$ cat src/rtl/adc_ltc2308_pkg.sv
// Shared types and constants for the LTC2308 ADC controller: FSM states,
// frame geometry and the 6-bit configuration word layout.
package adc_ltc2308_pkg;

    typedef enum logic [1:0] {
        IDLE  = 2'd0,
        CONV  = 2'd1,
        SHIFT = 2'd2,
        ACQ   = 2'd3
    } state_e;

    localparam int FRAME_BITS = 12;
    localparam int CFG_BITS   = 6;

    // Bit positions inside the config word (shifted out MSB first).
    localparam int CFG_SD_POS  = 5;
    localparam int CFG_OS_POS  = 4;
    localparam int CFG_S1_POS  = 3;
    localparam int CFG_S0_POS  = 2;
    localparam int CFG_UNI_POS = 1;
    localparam int CFG_SLP_POS = 0;

    // Build the LTC2308 config word; sleep is never requested.
    function automatic logic [CFG_BITS-1:0] pack_cfg(input logic [2:0] ch,
                                                     input logic       sgl,
                                                     input logic       uni);
        logic [CFG_BITS-1:0] cfg;
        cfg              = {CFG_BITS{1'b0}};
        cfg[CFG_SD_POS]  = sgl;
        cfg[CFG_OS_POS]  = ch[0];
        cfg[CFG_S1_POS]  = ch[2];
        cfg[CFG_S0_POS]  = ch[1];
        cfg[CFG_UNI_POS] = uni;
        cfg[CFG_SLP_POS] = 1'b0;
        return cfg;
    endfunction

endpackage

$ cat src/rtl/ltc2308_shifter.sv
// SCK generator and 12-bit full-duplex shifter for one LTC2308 frame.
// Each bit is a low phase then a high phase of CLK_DIV clocks; SDI changes
// at the start of the low phase and SDO is captured on the clock where SCK
// rises. done_o is high in the final clock of the last high phase.
module ltc2308_shifter
    import adc_ltc2308_pkg::*;
#(
    parameter int CLK_DIV = 2
) (
    input  logic                  clk,
    input  logic                  reset_n,
    input  logic                  start_i,
    input  logic [CFG_BITS-1:0]   cfg_i,
    input  logic                  sdo_i,
    output logic                  done_o,
    output logic                  sck_o,
    output logic                  sdi_o,
    output logic [FRAME_BITS-1:0] rx_data_o
);

    localparam int PW = (CLK_DIV > 1) ? $clog2(CLK_DIV) : 1;
    localparam int BW = $clog2(FRAME_BITS);
    localparam logic [PW-1:0] PHASE_RELOAD = PW'(CLK_DIV - 1);
    localparam logic [BW-1:0] LAST_BIT     = BW'(FRAME_BITS - 1);

    logic                  active_q;
    logic                  sck_q;
    logic                  sdi_q;
    logic [PW-1:0]         phase_q;
    logic [BW-1:0]         bit_q;
    logic [FRAME_BITS-2:0] tx_q;
    logic [FRAME_BITS-1:0] rx_q;

    assign done_o    = active_q && sck_q && (phase_q == {PW{1'b0}}) && (bit_q == LAST_BIT);
    assign sck_o     = sck_q;
    assign sdi_o     = sdi_q;
    assign rx_data_o = rx_q;

    // Phase/bit sequencing with SDI launch and SDO capture.
    always_ff @(posedge clk or negedge reset_n) begin
        if (!reset_n) begin
            active_q <= 1'b0;
            sck_q    <= 1'b0;
            sdi_q    <= 1'b0;
            phase_q  <= {PW{1'b0}};
            bit_q    <= {BW{1'b0}};
            tx_q     <= {(FRAME_BITS-1){1'b0}};
            rx_q     <= {FRAME_BITS{1'b0}};
        end else if (start_i) begin
            active_q <= 1'b1;
            sck_q    <= 1'b0;
            sdi_q    <= cfg_i[CFG_BITS-1];
            tx_q     <= {cfg_i[CFG_BITS-2:0], {(FRAME_BITS-CFG_BITS){1'b0}}};
            phase_q  <= PHASE_RELOAD;
            bit_q    <= {BW{1'b0}};
            rx_q     <= {FRAME_BITS{1'b0}};
        end else if (active_q) begin
            if (phase_q != {PW{1'b0}}) begin
                phase_q <= phase_q - PW'(1);
            end else if (!sck_q) begin
                sck_q   <= 1'b1;
                rx_q    <= {rx_q[FRAME_BITS-2:0], sdo_i};
                phase_q <= PHASE_RELOAD;
            end else if (bit_q == LAST_BIT) begin
                // Frame complete: park SCK and SDI low.
                sck_q    <= 1'b0;
                sdi_q    <= 1'b0;
                active_q <= 1'b0;
            end else begin
                sck_q   <= 1'b0;
                sdi_q   <= tx_q[FRAME_BITS-2];
                tx_q    <= {tx_q[FRAME_BITS-3:0], 1'b0};
                bit_q   <= bit_q + BW'(1);
                phase_q <= PHASE_RELOAD;
            end
        end
    end

endmodule

$ cat src/rtl/adc_ltc2308_ctrl.sv
// LTC2308 conversion controller. Accepts one request at a time and runs
// CONV -> SHIFT -> ACQ frames. Because the ADC applies a config word to
// the following conversion, a discarded priming frame is inserted whenever
// the requested config differs from the one last loaded into the ADC.
module adc_ltc2308_ctrl
    import adc_ltc2308_pkg::*;
#(
    parameter int CLK_DIV     = 2,
    parameter int CONV_CYCLES = 80,
    parameter int ACQ_CYCLES  = 12
) (
    input  logic        clk,
    input  logic        reset_n,
    input  logic        req_valid,
    output logic        req_ready,
    input  logic [2:0]  req_ch,
    input  logic        req_sgl,
    input  logic        req_uni,
    output logic        res_valid,
    output logic [11:0] res_data,
    output logic [2:0]  res_ch,
    output logic        adc_convst,
    output logic        adc_sck,
    output logic        adc_sdi,
    input  logic        adc_sdo
);

    localparam int CNT_MAX = (CONV_CYCLES > ACQ_CYCLES) ? CONV_CYCLES : ACQ_CYCLES;
    localparam int CW      = (CNT_MAX > 1) ? $clog2(CNT_MAX) : 1;

    state_e                state_q;
    logic [CW-1:0]         cnt_q;
    logic [2:0]            ch_q;
    logic [CFG_BITS-1:0]   cfg_q;
    logic                  prime_q;
    logic                  loaded_valid_q;
    logic [CFG_BITS-1:0]   loaded_cfg_q;
    logic                  req_ready_q;
    logic                  res_valid_q;
    logic [FRAME_BITS-1:0] res_data_q;
    logic [2:0]            res_ch_q;
    logic                  convst_q;

    logic [CFG_BITS-1:0]   req_cfg_s;
    logic                  need_prime_s;
    logic                  shift_start_s;
    logic                  shift_done_s;
    logic                  sck_s;
    logic                  sdi_s;
    logic [FRAME_BITS-1:0] rx_data_s;

    assign req_cfg_s     = pack_cfg(req_ch, req_sgl, req_uni);
    assign need_prime_s  = !loaded_valid_q || (req_cfg_s != loaded_cfg_q);
    assign shift_start_s = (state_q == CONV) && (cnt_q == {CW{1'b0}});

    ltc2308_shifter #(
        .CLK_DIV (CLK_DIV)
    ) u_shifter (
        .clk       (clk),
        .reset_n   (reset_n),
        .start_i   (shift_start_s),
        .cfg_i     (cfg_q),
        .sdo_i     (adc_sdo),
        .done_o    (shift_done_s),
        .sck_o     (sck_s),
        .sdi_o     (sdi_s),
        .rx_data_o (rx_data_s)
    );

    assign req_ready  = req_ready_q;
    assign res_valid  = res_valid_q;
    assign res_data   = res_data_q;
    assign res_ch     = res_ch_q;
    assign adc_convst = convst_q;
    assign adc_sck    = sck_s;
    assign adc_sdi    = sdi_s;

    // Frame FSM, config tracking and registered request/result handshakes.
    always_ff @(posedge clk or negedge reset_n) begin
        if (!reset_n) begin
            state_q        <= IDLE;
            cnt_q          <= {CW{1'b0}};
            ch_q           <= 3'd0;
            cfg_q          <= {CFG_BITS{1'b0}};
            prime_q        <= 1'b0;
            loaded_valid_q <= 1'b0;
            loaded_cfg_q   <= {CFG_BITS{1'b0}};
            req_ready_q    <= 1'b0;
            res_valid_q    <= 1'b0;
            res_data_q     <= {FRAME_BITS{1'b0}};
            res_ch_q       <= 3'd0;
            convst_q       <= 1'b0;
        end else begin
            res_valid_q <= 1'b0;
            case (state_q)
                IDLE: begin
                    if (req_valid && req_ready_q) begin
                        ch_q        <= req_ch;
                        cfg_q       <= req_cfg_s;
                        prime_q     <= need_prime_s;
                        req_ready_q <= 1'b0;
                        convst_q    <= 1'b1;
                        cnt_q       <= CW'(CONV_CYCLES - 1);
                        state_q     <= CONV;
                    end else begin
                        req_ready_q <= 1'b1;
                    end
                end
                CONV: begin
                    if (cnt_q == {CW{1'b0}}) begin
                        // Shifter is started by the same condition this edge.
                        convst_q <= 1'b0;
                        state_q  <= SHIFT;
                    end else begin
                        cnt_q <= cnt_q - CW'(1);
                    end
                end
                SHIFT: begin
                    if (shift_done_s) begin
                        loaded_cfg_q   <= cfg_q;
                        loaded_valid_q <= 1'b1;
                        cnt_q          <= CW'(ACQ_CYCLES - 1);
                        state_q        <= ACQ;
                    end
                end
                ACQ: begin
                    if (cnt_q != {CW{1'b0}}) begin
                        cnt_q <= cnt_q - CW'(1);
                    end else if (prime_q) begin
                        // Priming result is dropped; run the real measurement.
                        prime_q  <= 1'b0;
                        convst_q <= 1'b1;
                        cnt_q    <= CW'(CONV_CYCLES - 1);
                        state_q  <= CONV;
                    end else begin
                        res_valid_q <= 1'b1;
                        res_data_q  <= rx_data_s;
                        res_ch_q    <= ch_q;
                        req_ready_q <= 1'b1;
                        state_q     <= IDLE;
                    end
                end
                default: begin
                    convst_q    <= 1'b0;
                    req_ready_q <= 1'b0;
                    state_q     <= IDLE;
                end
            endcase
        end
    end

endmodule

$ cat config.mk
export PLATFORM = sky130hd
export DESIGN_NAME = adc_ltc2308_ctrl
export DESIGN_NICKNAME = d
export VERILOG_FILES = /design/src/rtl/adc_ltc2308_pkg.sv /design/src/rtl/ltc2308_shifter.sv /design/src/rtl/adc_ltc2308_ctrl.sv
export SDC_FILE = /design/constraint.sdc
export NUM_CORES = 1
export LEC_CHECK = 0
export ABC_CLOCK_PERIOD_IN_PS = 2300
export CAP_MARGIN = 20
export CORE_MARGIN = 3
export CORE_UTILIZATION = 57
export DETAILED_ROUTE_END_ITERATION = 6
export PLACE_DENSITY_LB_ADDON = 0.08
export SETUP_SLACK_MARGIN = 0.5
export SYNTH_ARGS = -nofsm -noshare
export SYNTH_HDL_FRONTEND = slang
export SYNTH_HIERARCHICAL = 1
export SYNTH_SLANG_ARGS = --single-unit
export TNS_END_PERCENT = 30
$ cat constraint.sdc
create_clock -name clk -period 2.3 [get_ports clk]
set_input_delay 0.69 -clock clk [delete_from_list [all_inputs] [get_ports clk]]
set_output_delay 0.69 -clock clk [all_outputs]
set_load 0.02 [all_outputs]
==> impl_metrics.json, run 1 <==
{
  "critPathRequiredTime_ps": 1610,
  "routabilityCongestion": 0.829,
  "cell_internal_pwr_uw": 1800,
  "area_growth_pct": 28.9,
  "switching_share_pct": 20.9,
  "final_nets": 340,
  "io_buffers": 28,
  "vias_per_cell": 5.80,
  "grt_overflow": 0,
  "cts.reportedPaths.clkPinSlew_ps": 70,
  "final_max_slew_viol_count": 0,
  "r2r_setup_slack_ps": 400,
  "p_leak_uw": 0.00205,
  "slowest_delay_ps": 610,
  "grt_pass1_wl_microns": 10800,
  "status": "completed",
  "htreeDepth": 3,
  "fmax_ghz": 0.503,
  "cts_tree": "done",
  "cts_max_path_buffers": 2,
  "grt_pass1_vias": 2251,
  "power_frac_clock_pct": 46.8,
  "rows": 26,
  "pwr-share-seq_pct": 50.2,
  "worstPathArrival_ps": 1300,
  "hold_class": "in2async",
  "drive_above_1_share_pct": 30.9,
  "synth-seq-cells": 64,
  "dieWidth_microns": 80.1,
  "maxCapViolCount": 0,
  "grt_max_degree": 32,
  "cp_num_buf_inv": 1,
  "remaining_drc_errors": 0,
  "critPathMaxFanout": 2,
  "syn_nets": 286,
  "finalClockSkew_ps": 7.33,
  "hold_viol": 0,
  "dp_hpwl_microns": 4070,
  "die_area_sq_um": 6410,
  "pwr-share-comb_pct": 3.0,
  "worst_r2r_endpoint": "u_shifter/rx_data_o[6]",
  "peakVddDrop_mv": 0.551,
  "p_per_area_nw_per_um2": 565,
  "grtUsageTotal_pct": 22.1,
  "r2r-start": "cnt_q[1]",
  "cpLargestDelayFamily": "buffers and inverters",
  "path_cells": "clkdlybuf4s50_1",
  "wl_met3_microns": 294,
  "wl_per_cell_microns": 17.0,
  "wl_met1_microns": 2950,
  "dr.pass1.iters": 4,
  "cp-end-kind": "output port",
  "synth.distinct_cells": 51,
  "route.met2.wl_microns": 3380,
  "synth-seq-area-share_pct": 51.2,
  "syn_inst": 269,
  "crit_type": "reg2out",
  "avgSynthCellArea_sq_um": 11.6,
  "clock_latency_ps": 340,
  "crit_path_start_kind": "flip-flop",
  "synthArstFlopShare_pct": 100,
  "cts.sinks": 64,
  "top_layer_used": "met4",
  "slowest_stage": "clkdlybuf4s50_1",
  "vias": 2303,
  "ant_nets": 0,
  "die_h_microns": 80.1,
  "cts_root_buf": "clkbuf_8",
  "rsz0062_at_grt": "yes",
  "synth_edf_count": 0,
  "yosysWarnings": 6,
  "antenna_found_initial": 0,
  "drtIter0Drc": 131,
  "syn-cell-area_sq_um": 3130,
  "start_util_pct": 60.1,
  "r2r_cells": 7,
  "antennaDiodeCount": 0,
  "placed_area_sq_um": 3520,
  "fin_area_sq_um": 4030,
  "io-pin-count": 29,
  "setup_viol": 0,
  "ys.flop_type": "dfrtp_1",
  "fin_tns_setup_ps": 0,
  "post-route-period-util_pct": 86.4,
  "cts_buffers": 9,
  "coreArea_sq_um": 5200,
  "switchingPower_uw": 477,
  "wl_microns": 6750,
  "layout_min_cycle_time_ps": 1990
}
[synthesized netlist by cell type, drive strengths merged, types with 2 or more instances]
| cell type | n | area share [%] |
|---|---|---|
| nor2 | 10 | 1.2 |
| o21ai | 15 | 2.4 |
| nand2 | 10 | 1.2 |
| xnor2 | 2 | 0.56 |
| and3b | 2 | 0.56 |
| nand2b | 2 | 0.40 |
| buf | 8 | 2.6 |
| a31oi | 5 | 1.0 |
| o211ai | 3 | 0.72 |
| nor4 | 2 | 0.40 |
| o22ai | 2 | 0.40 |
| inv | 10 | 1.2 |
| xor2 | 4 | 1.1 |
| mux2 | 38 | 14 |
| and2 | 2 | 0.52 |
| or3 | 2 | 0.40 |
| nand3 | 7 | 1.1 |
| and3 | 3 | 0.68 |
| o32a | 2 | 0.64 |
| a211o | 2 | 0.56 |
| nor2b | 21 | 4.4 |
| nor3 | 4 | 0.64 |
| ha | 8 | 3.2 |
| a2bb2oi | 2 | 0.56 |
| clkbuf | 3 | 0.36 |
| a21oi | 18 | 3.0 |
| dfrtp | 64 | 51 |
| nand3b | 2 | 0.48 |
[logic make-up after synthesis]
kind of cell	after synthesis	share of synthesized area (%)
flip-flops	64	51.2
buffers and inverters	21	4.12
adder cells (fa/ha/maj)	8	3.20
AO/OA/AOI/OAI	59	12.1
AND/OR/NAND/NOR	71	13.5
XOR/XNOR	6	1.68
other	1	0.120
multiplexers	39	14.0
[routing by layer]
layer	GRT usage (%)	vias up
met5	0	-
met4	9.29	0
met3	5.49	12
met2	35.6	60
met1	28.4	1160
li1	-	1071
[worst max-delay path by stage]
| stage | from | to | slack, ps | cells past startpoint |
|---|---|---|---|---|
| floorplan | u_shifter/phase_q | cnt_q[0] | 490 | 7 |
| finish | res_data[10] | res_data[10] | 310 | 1 |
| global route | res_data[10] | res_data[10] | 280 | 1 |
| detailed placement | req_valid | cnt_q[0] | 30 | 5 |
| global placement | req_valid | cnt_q[0] | 80 | 5 |
| CTS | res_data[1] | res_data[1] | 280 | 1 |
[registers in the layout (all words and copies together) (netlist names), 2 cells and up]
signal	cells
cfg_q	3
u_shifter/rx_data_o	12
u_shifter/bit_q	4
cnt_q	7
loaded_cfg_q	5
res_ch	3
u_shifter/tx_q	5
res_data	12
state_q	2
ch_q	2
[power groups by stage]
| stage | Clock [uW] | Combinational (uW) | Sequential, uW |
|---|---|---|---|
| finish | 1070 | 68.8 | 1140 |
| global route | 1150 | 77.5 | 1140 |
| CTS | 1080 | 70.4 | 1140 |
| detailed placement | 0 | 69.4 | 1160 |
| global placement | 0 | 67.5 | 1160 |
| floorplan | 0 | 19.1 | 1160 |
[stage by stage]
stage / util, % / setup slack (ps) / std cells / hold slack (ps) / power (uW)
final: 77.5 / 312 / 397 / 301 / 2280
after global routing: 77.5 / 279 / 397 / 315 / 2370
after CTS: 73.3 / 276 / 387 / 312 / 2300
after detailed placement: 67.6 / 32.7 / 366 / 458 / 1230
after global placement: 67.6 / 80.0 / 366 / 451 / 1230
after floorplan: - / 492 / 269 / 394 / 1180
[area by class of cell]
class	count	area [sq um]
fillers	354	1170
repair buffers	54	558
multi-input cells	184	1530
clock inverters	5	81.3
clock buffers	10	138
inverters	10	37.5
well taps	70	87.6
flip-flops and latches	64	1600
[placed cells by master, fill, tap and decap left out, types with 3 or more instances in the layout]
| cell type | Yosys | routed |
|---|---|---|
| ha_4 | 0 | 4 |
| dlymetal6s2s_1 | 0 | 13 |
| dfrtp_1 | 64 | 62 |
| inv_1 | 10 | 8 |
| buf_12 | 1 | 4 |
| clkbuf_8 | 0 | 10 |
| a21oi_1 | 17 | 16 |
| nand2_1 | 10 | 8 |
| buf_4 | 0 | 21 |
| nor3_1 | 4 | 4 |
| nor2b_1 | 20 | 18 |
| mux2_1 | 8 | 8 |
| nand3_1 | 7 | 7 |
| o211ai_1 | 3 | 3 |
| clkdlybuf4s50_1 | 0 | 12 |
| mux2_2 | 30 | 30 |
| o21ai_0 | 15 | 15 |
| a31oi_1 | 5 | 5 |
| nor2_1 | 10 | 8 |
| xor2_1 | 4 | 4 |
[timing repair]
item                                    in CTS  in global routing
pin swaps                                    1                  9
buffers inserted                             6                 10
endpoints found under the setup margin      70                 68
hold buffers                                 0                  0
cloned                                       0                  0
resized for setup                            9                 36
No activity file was read; power rests on OpenSTA's default activity.
==> inputs of run 2 (changes only) <==
==> constraint.sdc (replaced) <==
create_clock -name clk -period 2.3 [get_ports clk]
set_input_delay 0.69 -clock clk [delete_from_list [all_inputs] [get_ports clk]]
set_output_delay 0.69 -clock clk [all_outputs]
set_load 0.1 [all_outputs]
==> impl_metrics.json, run 2 (synthesized netlist as in run 1, its figures left out) <==
{
  "r2r_setup_slack_ps": 410,
  "clock_latency_ps": 340,
  "route.met2.wl_microns": 3010,
  "hold_class": "in2async",
  "worstMarginPinSlew_ps": 643,
  "worst_r2r_endpoint": "res_data[11]",
  "slew_headroom_pct": 56.7,
  "critPathMaxFanout": 15,
  "final_max_slew_viol_count": 0,
  "grt_pass1_wl_microns": 10200,
  "grt_overflow": 0,
  "slowest_stage": "dfrtp_1",
  "p_per_area_nw_per_um2": 589,
  "cts_tree": "done",
  "fmax_ghz": 0.529,
  "wl_per_cell_microns": 16.5,
  "most-common-layout-cells": "62 x dfrtp_1, 34 x buf_4, 30 x mux2_2, 18 x nor2b_1, 16 x a21oi_1",
  "peakVddDrop_mv": 0.559,
  "antenna_found_initial": 0,
  "dieWidth_microns": 80.1,
  "p_leak_uw": 0.00182,
  "wl_microns": 6450,
  "antennaDiodeCount": 0,
  "top_layer_used": "met4",
  "place_ws_ps": 57.8,
  "final_common_cell": "dfrtp_1",
  "cts_buffers": 9,
  "drive_above_1_share_pct": 35.2,
  "start_util_pct": 60.1,
  "switchingPower_uw": 472,
  "dp_hpwl_microns": 3950,
  "fin_tns_setup_ps": 0,
  "io-pin-count": 29,
  "post-route-period-util_pct": 82.2,
  "rows": 26,
  "wl_met3_microns": 358,
  "io_buffers": 28,
  "cts_max_path_buffers": 2,
  "vias": 2271,
  "layout_min_cycle_time_ps": 1890,
  "power_frac_clock_pct": 47.0,
  "worstPathArrival_ps": 2110,
  "final_nets": 333,
  "area_growth_pct": 23.6,
  "setup_ws_ps": 409,
  "drtIter0Drc": 136,
  "dr.pass1.iters": 6,
  "wl_met1_microns": 2930,
  "vias_per_cell": 5.81,
  "coreArea_sq_um": 5200,
  "critPathRequiredTime_ps": 2520,
  "crit_type": "reg2reg",
  "cell_internal_pwr_uw": 1800,
  "r2r-start": "state_q[1]",
  "cp_num_buf_inv": 1,
  "pwr-share-seq_pct": 50.2,
  "path_cells": "ha_2 -> nor2b_2 -> and3_4 -> buf_12 -> mux2_2",
  "cts.reportedPaths.clkPinSlew_ps": 80,
  "crit_path_start_kind": "flip-flop",
  "slowest_delay_ps": 450,
  "setup_viol": 0,
  "cp-end-kind": "flip-flop",
  "status": "completed",
  "switching_share_pct": 20.7,
  "r2r_cells": 5,
  "die_h_microns": 80.1,
  "routabilityCongestion": 0.830,
  "cts.sinks": 64,
  "hold_viol": 0,
  "rsz0062_at_grt": "yes",
  "grtUsageTotal_pct": 21.0,
  "cts_root_buf": "clkbuf_8",
  "pwr-share-comb_pct": 2.8,
  "htreeDepth": 3,
  "grt_pass1_vias": 2114,
  "die_area_sq_um": 6410,
  "ant_nets": 0,
  "remaining_drc_errors": 0,
  "total_power_uw": 2280,
  "cpLargestDelayFamily": "simple AND/OR/NAND/NOR gates",
  "finalClockSkew_ps": 10.8,
  "grt_max_degree": 65,
  "maxCapViolCount": 0
}
==> run 2: cell count changes in the layout (fill, tap and decap cells not counted), sizes merged <==
| cell | previous run | this run |
|---|---|---|
| dlymetal6s2s | 13 | 0 |
| buf | 27 | 39 |
| clkdlybuf4s50 | 12 | 7 |
| clkbuf | 10 | 12 |
| dlygate4sd2 | 2 | 0 |
| clkinv | 2 | 1 |
| clkinvlp | 1 | 2 |
==> run 2: cell type report <==
type	instances	area [sq um]
flip-flops and latches	64	1610
multi-input cells	184	1490
fillers	354	1340
repair buffers	47	425
clock buffers	11	141
well taps	70	87.6
clock inverters	5	80.1
inverters	10	37.5
==> run 2: layer usage <==
metal,GRT usage [%],vias to the layer above
li1,-,1065
met4,8.61,0
met2,31.2,85
met5,0,-
met3,6.73,18
met1,28.5,1103
==> run 2: power groups by stage <==
stage	logic [uW]	registers (uW)	clock network [uW]
floorplan	19.1	1160	0
global placement	64.0	1160	0
detailed placement	64.3	1160	0
CTS	65.1	1140	1100
global route	72.6	1140	1150
finish	64.6	1140	1070
==> run 2: worst max-delay path by stage <==
| stage | start | to | slack, ps | cells past startpoint |
|---|---|---|---|---|
| finish | state_q[1] | res_data[11] | 410 | 5 |
| global route | state_q[1] | res_data[11] | 330 | 5 |
| CTS | cnt_q[0] | res_data[11] | 450 | 6 |
| detailed placement | req_valid | cnt_q[1] | 60 | 5 |
| global placement | req_valid | cnt_q[1] | 100 | 5 |
| floorplan | u_shifter/sck_o | cnt_q[0] | 410 | 7 |
==> run 2: per-stage QoR <==
step                      utilization, %  cell area [sq um]  instances  hold WS, ps
after floorplan                        -               3150        269          394
after global placement              66.5               3460        365          451
after detailed placement            66.5               3460        365          465
after CTS                           72.1               3750        385          341
after global routing                74.3               3860        391          345
final                               74.3               3860        391          341
==> run 2: worst reg2reg max path: stages (launching register included) <==
cell,delay (ps)
dfrtp_1,450
ha_2,320
nor2b_2,240
and3_4,240
buf_12,160
mux2_2,350
==> run 2: what timing repair did <==
| action | 4_1_cts | 5_1_grt |
|---|---|---|
| pin swaps | 2 | 6 |
| setup buffers | 4 | 5 |
| resized for setup | 11 | 14 |
| endpoints found under the setup margin | 42 | 45 |
| gates cloned | 0 | 1 |
| hold buffers | 0 | 0 |
==> inputs of run 3 (changes only) <==
--- a/config.mk
+++ b/config.mk
@@ -5,7 +5,7 @@
 export SDC_FILE = /design/constraint.sdc
 export NUM_CORES = 1
 export LEC_CHECK = 0
-export ABC_CLOCK_PERIOD_IN_PS = 2300
+export ABC_CLOCK_PERIOD_IN_PS = 1950
 export CAP_MARGIN = 20
 export CORE_MARGIN = 3
 export CORE_UTILIZATION = 57
==> constraint.sdc (replaced) <==
create_clock -name clk -period 1.95 [get_ports clk]
set_input_delay 0.585 -clock clk [delete_from_list [all_inputs] [get_ports clk]]
set_output_delay 0.585 -clock clk [all_outputs]
set_load 0.1 [all_outputs]
==> impl_metrics.json, run 3 (synthesized netlist as in run 1, its figures left out) <==
{
  "multi_input_area_sq_um": 1570,
  "switchingPower_uw": 570,
  "critPathRequiredTime_ps": 2170,
  "routabilityCongestion": 0.853,
  "wl_per_cell_microns": 18.0,
  "wl_met3_microns": 323,
  "post-route-period-util_pct": 93.5,
  "cts_root_buf": "clkbuf_8",
  "cts.sinks": 64,
  "final.fill_count": 255,
  "total_power_uw": 2880,
  "p_leak_uw": 0.00206,
  "dr.pass1.iters": 4,
  "regArea_sq_um": 1610,
  "crit_path_start_kind": "flip-flop",
  "top_layer_used": "met4",
  "grt_pass1_wl_microns": 11900,
  "finalClockSkew_ps": 8.10,
  "setup_viol": 0,
  "ant_nets": 0,
  "maxCapViolCount": 0,
  "placed_area_sq_um": 3860,
  "fin_area_sq_um": 4410,
  "grt_pass1_vias": 2496,
  "final_common_cell": "dfrtp_1",
  "area_growth_pct": 40.9,
  "power_frac_clock_pct": 49.7,
  "coreArea_sq_um": 5200,
  "wl_met1_microns": 3230,
  "pwr-share-comb_pct": 3.3,
  "hold_class": "in2async",
  "io-pin-count": 29,
  "wl_microns": 7340,
  "setup_ws_ps": 127,
  "antennaDiodeCount": 0,
  "cell_internal_pwr_uw": 2310,
  "final_max_slew_viol_count": 0,
  "cp-end-kind": "flip-flop",
  "antenna_found_initial": 0,
  "cts_tree": "done",
  "route.met2.wl_microns": 3730,
  "cts_max_path_buffers": 2,
  "drive_above_1_share_pct": 42.3,
  "status": "completed",
  "layout_min_cycle_time_ps": 1820,
  "vias_per_cell": 5.85,
  "die_area_sq_um": 6410,
  "grtUsageTotal_pct": 24.3,
  "vias": 2388,
  "grt_overflow": 0,
  "dieWidth_microns": 80.1,
  "rsz0062_at_grt": "yes",
  "rows": 26,
  "pwr-share-seq_pct": 46.9,
  "start_util_pct": 60.1,
  "grt_max_degree": 21,
  "io_buffers": 28,
  "htreeDepth": 3,
  "fmax_ghz": 0.549,
  "p_per_area_nw_per_um2": 653,
  "crit_type": "reg2reg",
  "hold-worst-slack_ps": 174,
  "drtIter0Drc": 119,
  "clock_latency_ps": 340,
  "cts_buffers": 9,
  "final_nets": 350,
  "peakVddDrop_mv": 0.632,
  "worstPathArrival_ps": 2040,
  "die_h_microns": 80.1,
  "critPathMaxFanout": 6,
  "cts.reportedPaths.clkPinSlew_ps": 70,
  "most-common-layout-cells": "60 x dfrtp_1, 25 x mux2_2, 25 x buf_12, 25 x buf_4, 17 x nor2b_1",
  "place_ws_ps": -181,
  "remaining_drc_errors": 0,
  "dp_hpwl_microns": 4500,
  "hold_viol": 0,
  "switching_share_pct": 19.8
}
## run 3: cell count changes in the layout (fill, tap and decap cells not counted), moves of 2 or more
cell     before  now
buf_12        2   25
mux2_4        2   13
buf_4        34   25
mux2_1        6    0
mux2_2       30   25
buf_6         0    3
dfrtp_1      62   60
dfrtp_2       1    3
nor2b_4       2    4
o22ai_1       2    0
o22ai_2       0    2
## run 3: cell type report
class                           instances  area share, %
Clock buffer                           11           3.44
Clock inverter                          5           2.33
Inverter                               10          0.852
Multi-Input combinational cell        184           35.5
Sequential cell                        64           36.5
Tap cell                               70           1.99
Timing Repair Buffer                   64           19.3
## run 3: final timing paths
| kind | startpoint | endpoint | slack (ps) | depth (start not counted) |
|---|---|---|---|---|
| max | cnt_q[0] | res_data[9] | 130 | 6 |
| min | reset_n | cfg_q[5] | 170 | 1 |
| max reg2reg | cnt_q[0] | res_data[9] | 130 | 6 |
| min reg2reg | loaded_valid_q | loaded_valid_q | 480 | 1 |
| max in group asynchronous | reset_n | u_shifter/rx_data_o[5] | 1140 | 3 |
| min in group clk | loaded_valid_q | loaded_valid_q | 480 | 1 |
## run 3: critical path, stage by stage (launching register included)
cell and delay [ps]:
dfrtp_1 400, inv_2 90, ha_4 120, nor4b_4 280, and3_4 310, clkbuf_16 160, mux2_2 340
## run 3: through the flow
stage               util (%)  std cells  setup TNS (ps)
finish                  84.6        408               0
global route            84.6        408               0
CTS                     82.4        404               0
detailed placement      74.2        383           -1300
global placement        74.2        383            -591
floorplan                  -        269               0
## run 3: layer usage
metal  up-vias  GRT usage, %
met5         -             0
met4         0          11.1
met3         6          5.04
met2        56          39.4
met1      1229          31.4
li1       1097             -
## run 3: repair_timing
item,in CTS,in global routing
cloned,0,1
hold buffers,0,0
pin swaps,6,8
setup endpoints to repair,83,82
buffers inserted,5,3
resized for setup,29,18
## run 3: power groups by stage
stage | sequential [uW] | combinational, uW | clock [uW]
3_5_place_dp | 1370 | 87.5 | 0
4_1_cts | 1350 | 96.6 | 1450
5_1_grt | 1350 | 105 | 1510
6_report | 1350 | 96.3 | 1430
3_3_place_gp | 1370 | 85.1 | 0
2_1_floorplan | 1370 | 22.6 | 0
